## src/rtl/fetch_pkg.sv

```systemverilog
`default_nettype none
// ============================================================================
// Module   : fetch_pkg
// Brief    : Shared types and constants for the instruction fetch stage.
// Revision : 1.0
// ============================================================================
package fetch_pkg;

    localparam int INSTR_W = 32;
    localparam int XLEN    = 32;

    localparam logic [XLEN-1:0] RESET_PC = 32'h0000_0000;

    typedef enum logic [0:0] {
        FETCH = 1'b0,
        DRAIN = 1'b1
    } fetch_state_t;

endpackage : fetch_pkg
`default_nettype wire

```

## src/rtl/fetch_if.sv

```systemverilog
`default_nettype none
// ============================================================================
// Module   : fetch_if
// Brief    : Memory request/response, redirect and decoder channels of fetch.
// Revision : 1.0
// ============================================================================
interface fetch_if;
    import fetch_pkg::*;

    logic               mem_req_valid;
    logic               mem_req_ready;
    logic [XLEN-1:0]    mem_req_addr;
    logic               mem_resp_valid;
    logic [INSTR_W-1:0] mem_resp_data;
    logic               redirect_valid;
    logic [XLEN-1:0]    redirect_pc;
    logic               instr_valid;
    logic               instr_ready;
    logic [INSTR_W-1:0] instr;
    logic [XLEN-1:0]    instr_pc;

    modport master (
        output mem_req_valid, mem_req_addr, instr_valid, instr, instr_pc,
        input  mem_req_ready, mem_resp_valid, mem_resp_data,
               redirect_valid, redirect_pc, instr_ready
    );

    modport slave (
        input  mem_req_valid, mem_req_addr, instr_valid, instr, instr_pc,
        output mem_req_ready, mem_resp_valid, mem_resp_data,
               redirect_valid, redirect_pc, instr_ready
    );

endinterface : fetch_if
`default_nettype wire

```

## src/rtl/fetch_fifo.sv

```systemverilog
`default_nettype none
// ============================================================================
// Module   : fetch_fifo
// Brief    : Power-of-two synchronous FIFO with flush and occupancy output.
// Revision : 1.0
// ============================================================================
module fetch_fifo #(
    parameter int DEPTH = 4,
    parameter int WIDTH = 32
) (
    input  logic                   clk,
    input  logic                   rst_n,
    input  logic                   flush_i,
    input  logic                   push_i,
    input  logic [WIDTH-1:0]       wdata_i,
    input  logic                   pop_i,
    output logic [WIDTH-1:0]       rdata_o,
    output logic [$clog2(DEPTH):0] count_o
);
    localparam int AW = $clog2(DEPTH);

    logic [WIDTH-1:0] mem_q [DEPTH];
    logic [AW-1:0]    wr_ptr_q;
    logic [AW-1:0]    rd_ptr_q;
    logic [AW:0]      count_q;
    logic             do_push;
    logic             do_pop;

    // A push into a full FIFO is accepted only when a pop frees a slot this cycle.
    assign do_pop  = pop_i && (count_q != '0);
    assign do_push = push_i && ((count_q != (AW+1)'(DEPTH)) || do_pop);

    always_ff @(posedge clk or negedge rst_n) begin
        if (!rst_n) begin
            for (int i = 0; i < DEPTH; i++) begin
                mem_q[i] <= '0;
            end
            wr_ptr_q <= '0;
            rd_ptr_q <= '0;
            count_q  <= '0;
        end else if (flush_i) begin
            wr_ptr_q <= '0;
            rd_ptr_q <= '0;
            count_q  <= '0;
        end else begin
            if (do_push) begin
                mem_q[wr_ptr_q] <= wdata_i;
                wr_ptr_q        <= wr_ptr_q + AW'(1);
            end
            if (do_pop) begin
                rd_ptr_q <= rd_ptr_q + AW'(1);
            end
            count_q <= count_q + (AW+1)'(do_push) - (AW+1)'(do_pop);
        end
    end

    assign rdata_o = mem_q[rd_ptr_q];
    assign count_o = count_q;

endmodule : fetch_fifo
`default_nettype wire

```

## src/rtl/fetch_unit.sv

```systemverilog
`default_nettype none
// ============================================================================
// Module   : fetch_unit
// Brief    : PC sequencer, credit-limited memory fetch and instruction buffer.
// Revision : 1.0
// ============================================================================
module fetch_unit
    import fetch_pkg::*;
#(
    parameter logic [XLEN-1:0] ENTRY_PC   = RESET_PC,
    parameter int              FIFO_DEPTH = 4
) (
    input  logic     clk,
    input  logic     rst_n,
    fetch_if.master  bus
);
    localparam int CW = $clog2(FIFO_DEPTH);

    fetch_state_t             state_q, state_d;
    logic [XLEN-1:0]          fetch_pc_q, fetch_pc_d;
    logic [CW:0]              drop_q, drop_d;
    logic                     run_q;

    logic [CW:0]              outstanding;
    logic [CW:0]              outstanding_after;
    logic [CW:0]              buf_count;
    logic [CW+1:0]            credit_used;
    logic [XLEN-1:0]          tag_pc;
    logic [XLEN+INSTR_W-1:0]  buf_rdata;
    logic                     req_valid;
    logic                     req_fire;
    logic                     resp_ok;
    logic                     resp_keep;
    logic                     instr_pop;
    logic                     unused_redirect_lsb;

    assign unused_redirect_lsb = ^bus.redirect_pc[1:0];

    // run_q holds requests off for the first cycle out of reset.
    always_ff @(posedge clk or negedge rst_n) begin
        if (!rst_n) begin
            state_q    <= FETCH;
            fetch_pc_q <= ENTRY_PC;
            drop_q     <= '0;
            run_q      <= 1'b0;
        end else begin
            state_q    <= state_d;
            fetch_pc_q <= fetch_pc_d;
            drop_q     <= drop_d;
            run_q      <= 1'b1;
        end
    end

    always_comb begin
        credit_used       = {1'b0, outstanding} + {1'b0, buf_count};
        req_valid         = run_q && (state_q == FETCH) &&
                            (credit_used < (CW+2)'(FIFO_DEPTH));
        req_fire          = req_valid && bus.mem_req_ready;
        resp_ok           = bus.mem_resp_valid && (outstanding != '0);
        resp_keep         = resp_ok && (drop_q == '0) && !bus.redirect_valid;
        instr_pop         = (buf_count != '0) && bus.instr_ready;
        outstanding_after = outstanding + (CW+1)'(req_fire) - (CW+1)'(resp_ok);

        state_d    = state_q;
        fetch_pc_d = fetch_pc_q;
        drop_d     = drop_q;

        if (resp_ok && (drop_q != '0)) begin
            drop_d = drop_q - (CW+1)'(1);
        end
        if (req_fire) begin
            fetch_pc_d = fetch_pc_q + 32'd4;
        end
        // Every request still in flight after a redirect belongs to the old path.
        if (bus.redirect_valid) begin
            fetch_pc_d = {bus.redirect_pc[XLEN-1:2], 2'b00};
            drop_d     = outstanding_after;
        end

        case (state_q)
            FETCH: if (bus.redirect_valid && (drop_d != '0)) state_d = DRAIN;
            DRAIN: if (drop_d == '0)                         state_d = FETCH;
            default:                                         state_d = FETCH;
        endcase
    end

    // Tag queue occupancy doubles as the outstanding-request count.
    fetch_fifo #(
        .DEPTH (FIFO_DEPTH),
        .WIDTH (XLEN)
    ) u_tag_q (
        .clk     (clk),
        .rst_n   (rst_n),
        .flush_i (1'b0),
        .push_i  (req_fire),
        .wdata_i (fetch_pc_q),
        .pop_i   (resp_ok),
        .rdata_o (tag_pc),
        .count_o (outstanding)
    );

    fetch_fifo #(
        .DEPTH (FIFO_DEPTH),
        .WIDTH (XLEN + INSTR_W)
    ) u_instr_buf (
        .clk     (clk),
        .rst_n   (rst_n),
        .flush_i (bus.redirect_valid),
        .push_i  (resp_keep),
        .wdata_i ({tag_pc, bus.mem_resp_data}),
        .pop_i   (instr_pop),
        .rdata_o (buf_rdata),
        .count_o (buf_count)
    );

    assign bus.mem_req_valid = req_valid;
    assign bus.mem_req_addr  = fetch_pc_q;
    assign bus.instr_valid   = (buf_count != '0);
    assign bus.instr         = buf_rdata[INSTR_W-1:0];
    assign bus.instr_pc      = buf_rdata[XLEN+INSTR_W-1:INSTR_W];

endmodule : fetch_unit
`default_nettype wire

```

## src/flat_wrapper.sv

```systemverilog
// flat-port wrapper written by rule: the top's interface ports become plain ports
module fetch_unit_flat import fetch_pkg::*;
#(
    parameter logic [XLEN-1:0] ENTRY_PC   = RESET_PC,
    parameter int              FIFO_DEPTH = 4
)
  (clk, rst_n, bus_mem_req_valid, bus_mem_req_addr, bus_instr_valid, bus_instr, bus_instr_pc, bus_mem_req_ready, bus_mem_resp_valid, bus_mem_resp_data, bus_redirect_valid, bus_redirect_pc, bus_instr_ready);
  fetch_if bus_i ();
  input  logic clk;
  input  logic rst_n;
  output wire logic [$bits(bus_i.mem_req_valid)-1:0] bus_mem_req_valid;
  output wire logic [$bits(bus_i.mem_req_addr)-1:0] bus_mem_req_addr;
  output wire logic [$bits(bus_i.instr_valid)-1:0] bus_instr_valid;
  output wire logic [$bits(bus_i.instr)-1:0] bus_instr;
  output wire logic [$bits(bus_i.instr_pc)-1:0] bus_instr_pc;
  input wire logic [$bits(bus_i.mem_req_ready)-1:0] bus_mem_req_ready;
  input wire logic [$bits(bus_i.mem_resp_valid)-1:0] bus_mem_resp_valid;
  input wire logic [$bits(bus_i.mem_resp_data)-1:0] bus_mem_resp_data;
  input wire logic [$bits(bus_i.redirect_valid)-1:0] bus_redirect_valid;
  input wire logic [$bits(bus_i.redirect_pc)-1:0] bus_redirect_pc;
  input wire logic [$bits(bus_i.instr_ready)-1:0] bus_instr_ready;
  assign bus_mem_req_valid = bus_i.mem_req_valid;
  assign bus_mem_req_addr = bus_i.mem_req_addr;
  assign bus_instr_valid = bus_i.instr_valid;
  assign bus_instr = bus_i.instr;
  assign bus_instr_pc = bus_i.instr_pc;
  assign bus_i.mem_req_ready = bus_mem_req_ready;
  assign bus_i.mem_resp_valid = bus_mem_resp_valid;
  assign bus_i.mem_resp_data = bus_mem_resp_data;
  assign bus_i.redirect_valid = bus_redirect_valid;
  assign bus_i.redirect_pc = bus_redirect_pc;
  assign bus_i.instr_ready = bus_instr_ready;
  fetch_unit #(.ENTRY_PC(ENTRY_PC), .FIFO_DEPTH(FIFO_DEPTH)) u_core (.clk(clk), .rst_n(rst_n), .bus(bus_i));
endmodule
```

## config.mk

```make
export PLATFORM = sky130hd
export DESIGN_NAME = fetch_unit_flat
export DESIGN_NICKNAME = d
export VERILOG_FILES = /design/src/rtl/fetch_pkg.sv /design/src/rtl/fetch_if.sv /design/src/rtl/fetch_fifo.sv /design/src/rtl/fetch_unit.sv /design/src/flat_wrapper.sv
export SDC_FILE = /design/constraint.sdc
export NUM_CORES = 1
export LEC_CHECK = 0
export BUFFER_PORTS_ARGS = -buffer_cell sky130_fd_sc_hd__buf_4
export CAP_MARGIN = 15
export CELL_PAD_IN_SITES_DETAIL_PLACEMENT = 0
export CELL_PAD_IN_SITES_GLOBAL_PLACEMENT = 1
export CORE_UTILIZATION = 35
export DETAILED_ROUTE_END_ITERATION = 10
export PLACE_DENSITY_LB_ADDON = 0.1
export RECOVER_POWER = 50
export SLEW_MARGIN = 20
export SYNTH_ARGS = -nofsm -noshare
export SYNTH_HDL_FRONTEND = slang
export SYNTH_SLANG_ARGS = --single-unit
export TNS_END_PERCENT = 30
```

## constraint.sdc

```tcl
create_clock -name clk -period 3.9 [get_ports clk]
set_clock_uncertainty 0.15 [all_clocks]
set_input_delay 0.78 -clock clk [delete_from_list [all_inputs] [get_ports clk]]
set_output_delay 0.78 -clock clk [all_outputs]
set_load 0.05 [all_outputs]
```

==> summary.md <==
| Metric | Value |
|---|---|
| Longest Clk Path Bufs | `3` |
| Yosys warns | `0` |
| CTS buffer count | `49` |
| Seq/Total Area, Yosys | `55.4%` |
| Top cells by count, synth | `dfrtp_1, mux2_2, mux4_2` |
| H-tree depth | `2` |
| Cell taking the most area after synthesis | `dfrtp_1` |
| Syn avg cell area | `15.6 sq um` |
| Setup TNS | `0 ns` |
| Cell area after layout | `22200 sq um` |
| Core area | `52900 sq um` |
| Startpoint class of the critical path | `flop` |
| Top_reg_cell synth | `dfrtp_1` |
| #FFs+latches synth | `417` |
| Worst setup startpoint | `u_core.u_instr_buf.count_o[2]$_DFF_PN0_` |
| Post-CTS sizing | `0` |
| Die height | `234 um` |
| Starting Density | `35.6%` |
| Total Nets Final | `1476` |
| CP max FO | `23` |
| Clk_lat worst skew | `0.57 ns` |
| Final WL | `44400 um` |
| First-pass GRT wire length | `70500 um` |
| I/O Pins | `168` |
| Via/cell ratio | `5.06` |
| Post-synthesis cell area | `18800 sq um` |
| DR DRC count | `20` |
| Final period util | `88.6%` |
| Final Hold Viols | `0` |
| Reg2Reg Launch Point | `u_core.u_instr_buf.count_o[2]$_DFF_PN0_` |
| Synth Instances | `1210` |
| Wire per inst | `21.0 um` |
| Worst Hold Class | `input port to flop` |
| FMAX | `0.289 GHz` |
| Total gr overflow | `0` |
| Area contributors post-synth | `dfrtp_1, mux2_2, mux4_2` |
| WP data required | `2.97 ns` |
| CP arrival | `2.53 ns` |
| # port buffers | `161` |
| Crit Path Class | `flop to output port` |
| Die ar. | `54700 sq um` |
| Starting DRT DRC Count | `492` |
| PD cells | `669 nW/um^2` |
| Routability cong. | `0.698` |
| Pin count of the biggest net entering global routing | `106` |
| Post-synth EDFFs | `0` |
| CTS root buffer | `clkbuf_16` |
| Failing checks | `design-rule violations, max-capacitance violations, max-slew violations` |
| CTS tree | `built` |
| Hold_buf cts | `0` |
| Fin crit period | `3.46 ns` |
| Vias in the first global route | `11500` |
| Layout cells sized above 1 | `49.6%` |
| Vias | `10700` |
| Worst-Margin Slew | `2.21 ns` |
| Max-slew headroom | `-47.1%` |
| Die W | `234 um` |
| Distinct cell type count after synthesis | `46` |
| Hold_sp | `bus_redirect_pc[17]` |
| Most frequent cell after synthesis | `dfrtp_1` |
| Worst vdd ir | `0.323 mV` |
| DRT antenna net count | `0` |
| Sinks on Clock Net | `417` |
| Tot GR Track Use | `16.9%` |
| # rows | `84` |
| Critical Path Sink Type | `output port` |
| Async SR Flop Fraction | `100%` |
| Number of setup violations in the final report | `0` |
| Status | `complete, but fails checks` |
| Post-CTS setup buffers | `0` |
| Hpwl dp | `28300 um` |
| Dpl cell area | `20800 sq um` |
| Top-area cell type share of the netlist area | `55.4%` |
| Slew Viols, Final | `77` |
| Initial antenna violation count | `0` |
| Static leakage | `0.0107 uW` |
| 1st-pass router iterations | `9` |
| Clock-pin slew on the worst setup and hold paths | `0.06 ns` |
| Area Growth Syn to Fin | `18.1%` |
| Max Cap Viol | `1` |
| Unrepaired setup endpoints after global routing | `false` |
-- stage by stage --
| step | hold slack [ns] | cells | util (%) | power, uW | setup WS (ns) |
|---|---|---|---|---|---|
| after floorplan | 0.309 | 1213 | - | 9150 | 1.00 |
| after global routing | 0.254 | 2112 | 42.1 | 15700 | 0.195 |
| after global placement | 0.321 | 2022 | 39.4 | 10600 | 0.646 |
| after CTS | 0.0523 | 2112 | 42.4 | 15200 | 0.391 |
| final | 0.268 | 2113 | 42.1 | 14900 | 0.444 |
| after detailed placement | 0.330 | 2022 | 39.4 | 10600 | 0.633 |
-- layout make-up --
cell class / count / area [sq um]
fillers: 4899 / 30600
flip-flops and latches: 417 / 10400
multi-input cells: 699 / 7820
repair buffers: 198 / 1480
clock buffers: 76 / 1460
well taps: 688 / 861
clock inverters: 14 / 103
inverters: 20 / 75.1
diodes: 1 / 2.50
-- logic make-up (layout without fill, tap and decap cells) --
kind of cell | count (synthesis) | in the layout | synth area share, %
XOR/XNOR | 36 | 36 | 1.67
flip-flops | 417 | 417 | 55.4
adder cells (fa/ha/maj) | 21 | 21 | 1.51
AND/OR/NAND/NOR | 135 | 135 | 3.98
multiplexers | 461 | 461 | 33.1
AO/OA/AOI/OAI | 41 | 41 | 1.20
other | 2 | 6 | 0.0399
buffers and inverters | 97 | 308 | 3.11
-- cells in the final DEF (no fill, tap or decap), types with 3 or more instances in the layout --
master / netlist / layout
a31oi_1: 4 / 4
xnor2_1: 10 / 10
dfrtp_1: 417 / 414
nand3_1: 16 / 16
nand2_1: 45 / 45
or3_1: 5 / 5
buf_12: 0 / 9
nor3_1: 4 / 4
inv_1: 19 / 19
and4_1: 3 / 3
mux2_2: 360 / 360
clkinv_2: 0 / 11
clkbuf_8: 0 / 13
clkbuf_16: 0 / 49
xor2_1: 26 / 26
conb_1: 2 / 5
fa_1: 3 / 3
mux2_1: 8 / 8
nand4_1: 16 / 16
ha_1: 18 / 18
and3_1: 6 / 6
o31ai_1: 4 / 4
and2_1: 4 / 4
clkbuf_1: 27 / 45
nand2_4: 0 / 4
mux4_2: 92 / 92
o21ai_0: 30 / 30
nor2_1: 15 / 16
buf_4: 4 / 156
-- layer usage --
layer | wire length (um) | GRT usage [%] | vias up
met2 | 21200 | 27.2 | 158
met4 | 718 | 4.38 | 0
li1 | - | - | 4805
met3 | 1490 | 2.52 | 52
met1 | 20900 | 23.8 | 5670
met5 | 0 | 0 | -
-- where the power goes --
group          switching [uW]  leakage [uW]  total, uW  internal [uW]
Combinational            2600       0.00430       4650           2040
Sequential                626       0.00563       5800           5170
Clock                    1810      0.000780       4440           2630
Total                    5040        0.0107      14900           9840
-- state kept, by name, indices dropped and copies added, names as in the netlist --
| name | count |
|---|---|
| u_core.u_instr_buf.mem_q | 248 |
| u_core.u_tag_q.mem_q | 120 |
| u_core.bus.mem_req_addr | 30 |
| u_core.drop_q | 3 |
| u_core.u_instr_buf.count_o | 3 |
| u_core.u_tag_q.count_o | 3 |
| u_core.u_instr_buf.rd_ptr_q | 2 |
| u_core.u_instr_buf.wr_ptr_q | 2 |
| u_core.u_tag_q.rd_ptr_q | 2 |
| u_core.u_tag_q.wr_ptr_q | 2 |
| u_core.run_q | 1 |
| u_core.state_q | 1 |
-- worst max-delay path, stage by stage (launching register included) --
cell	delay, ns
dfrtp_1	0.41
ha_1	0.32
nor4b_2	0.39
nor2b_1	0.18
buf_4	0.27
and2_1	0.19
buf_4	0.20
-- path summary, 6_finish.rpt --
path                                                             endpoint  slack (ns)  depth (start not counted)
min in group asynchronous       u_core.u_instr_buf.mem_q[136]$_DFFE_PN0P_        0.67                          1
worst min register to register      u_core.u_tag_q.mem_q[114]$_DFFE_PN0P_        0.34                          1
max in group asynchronous        u_core.u_instr_buf.mem_q[90]$_DFFE_PN0P_        0.73                          2
worst max-delay path                                    bus_mem_req_valid        0.44                          6
worst max register to register        u_core.u_tag_q.count_o[2]$_DFF_PN0_        0.59                         10
worst min-delay path              u_core.bus.mem_req_addr[17]$_DFFE_PN0N_        0.27                          3
(Power assumes the default switching activity.)
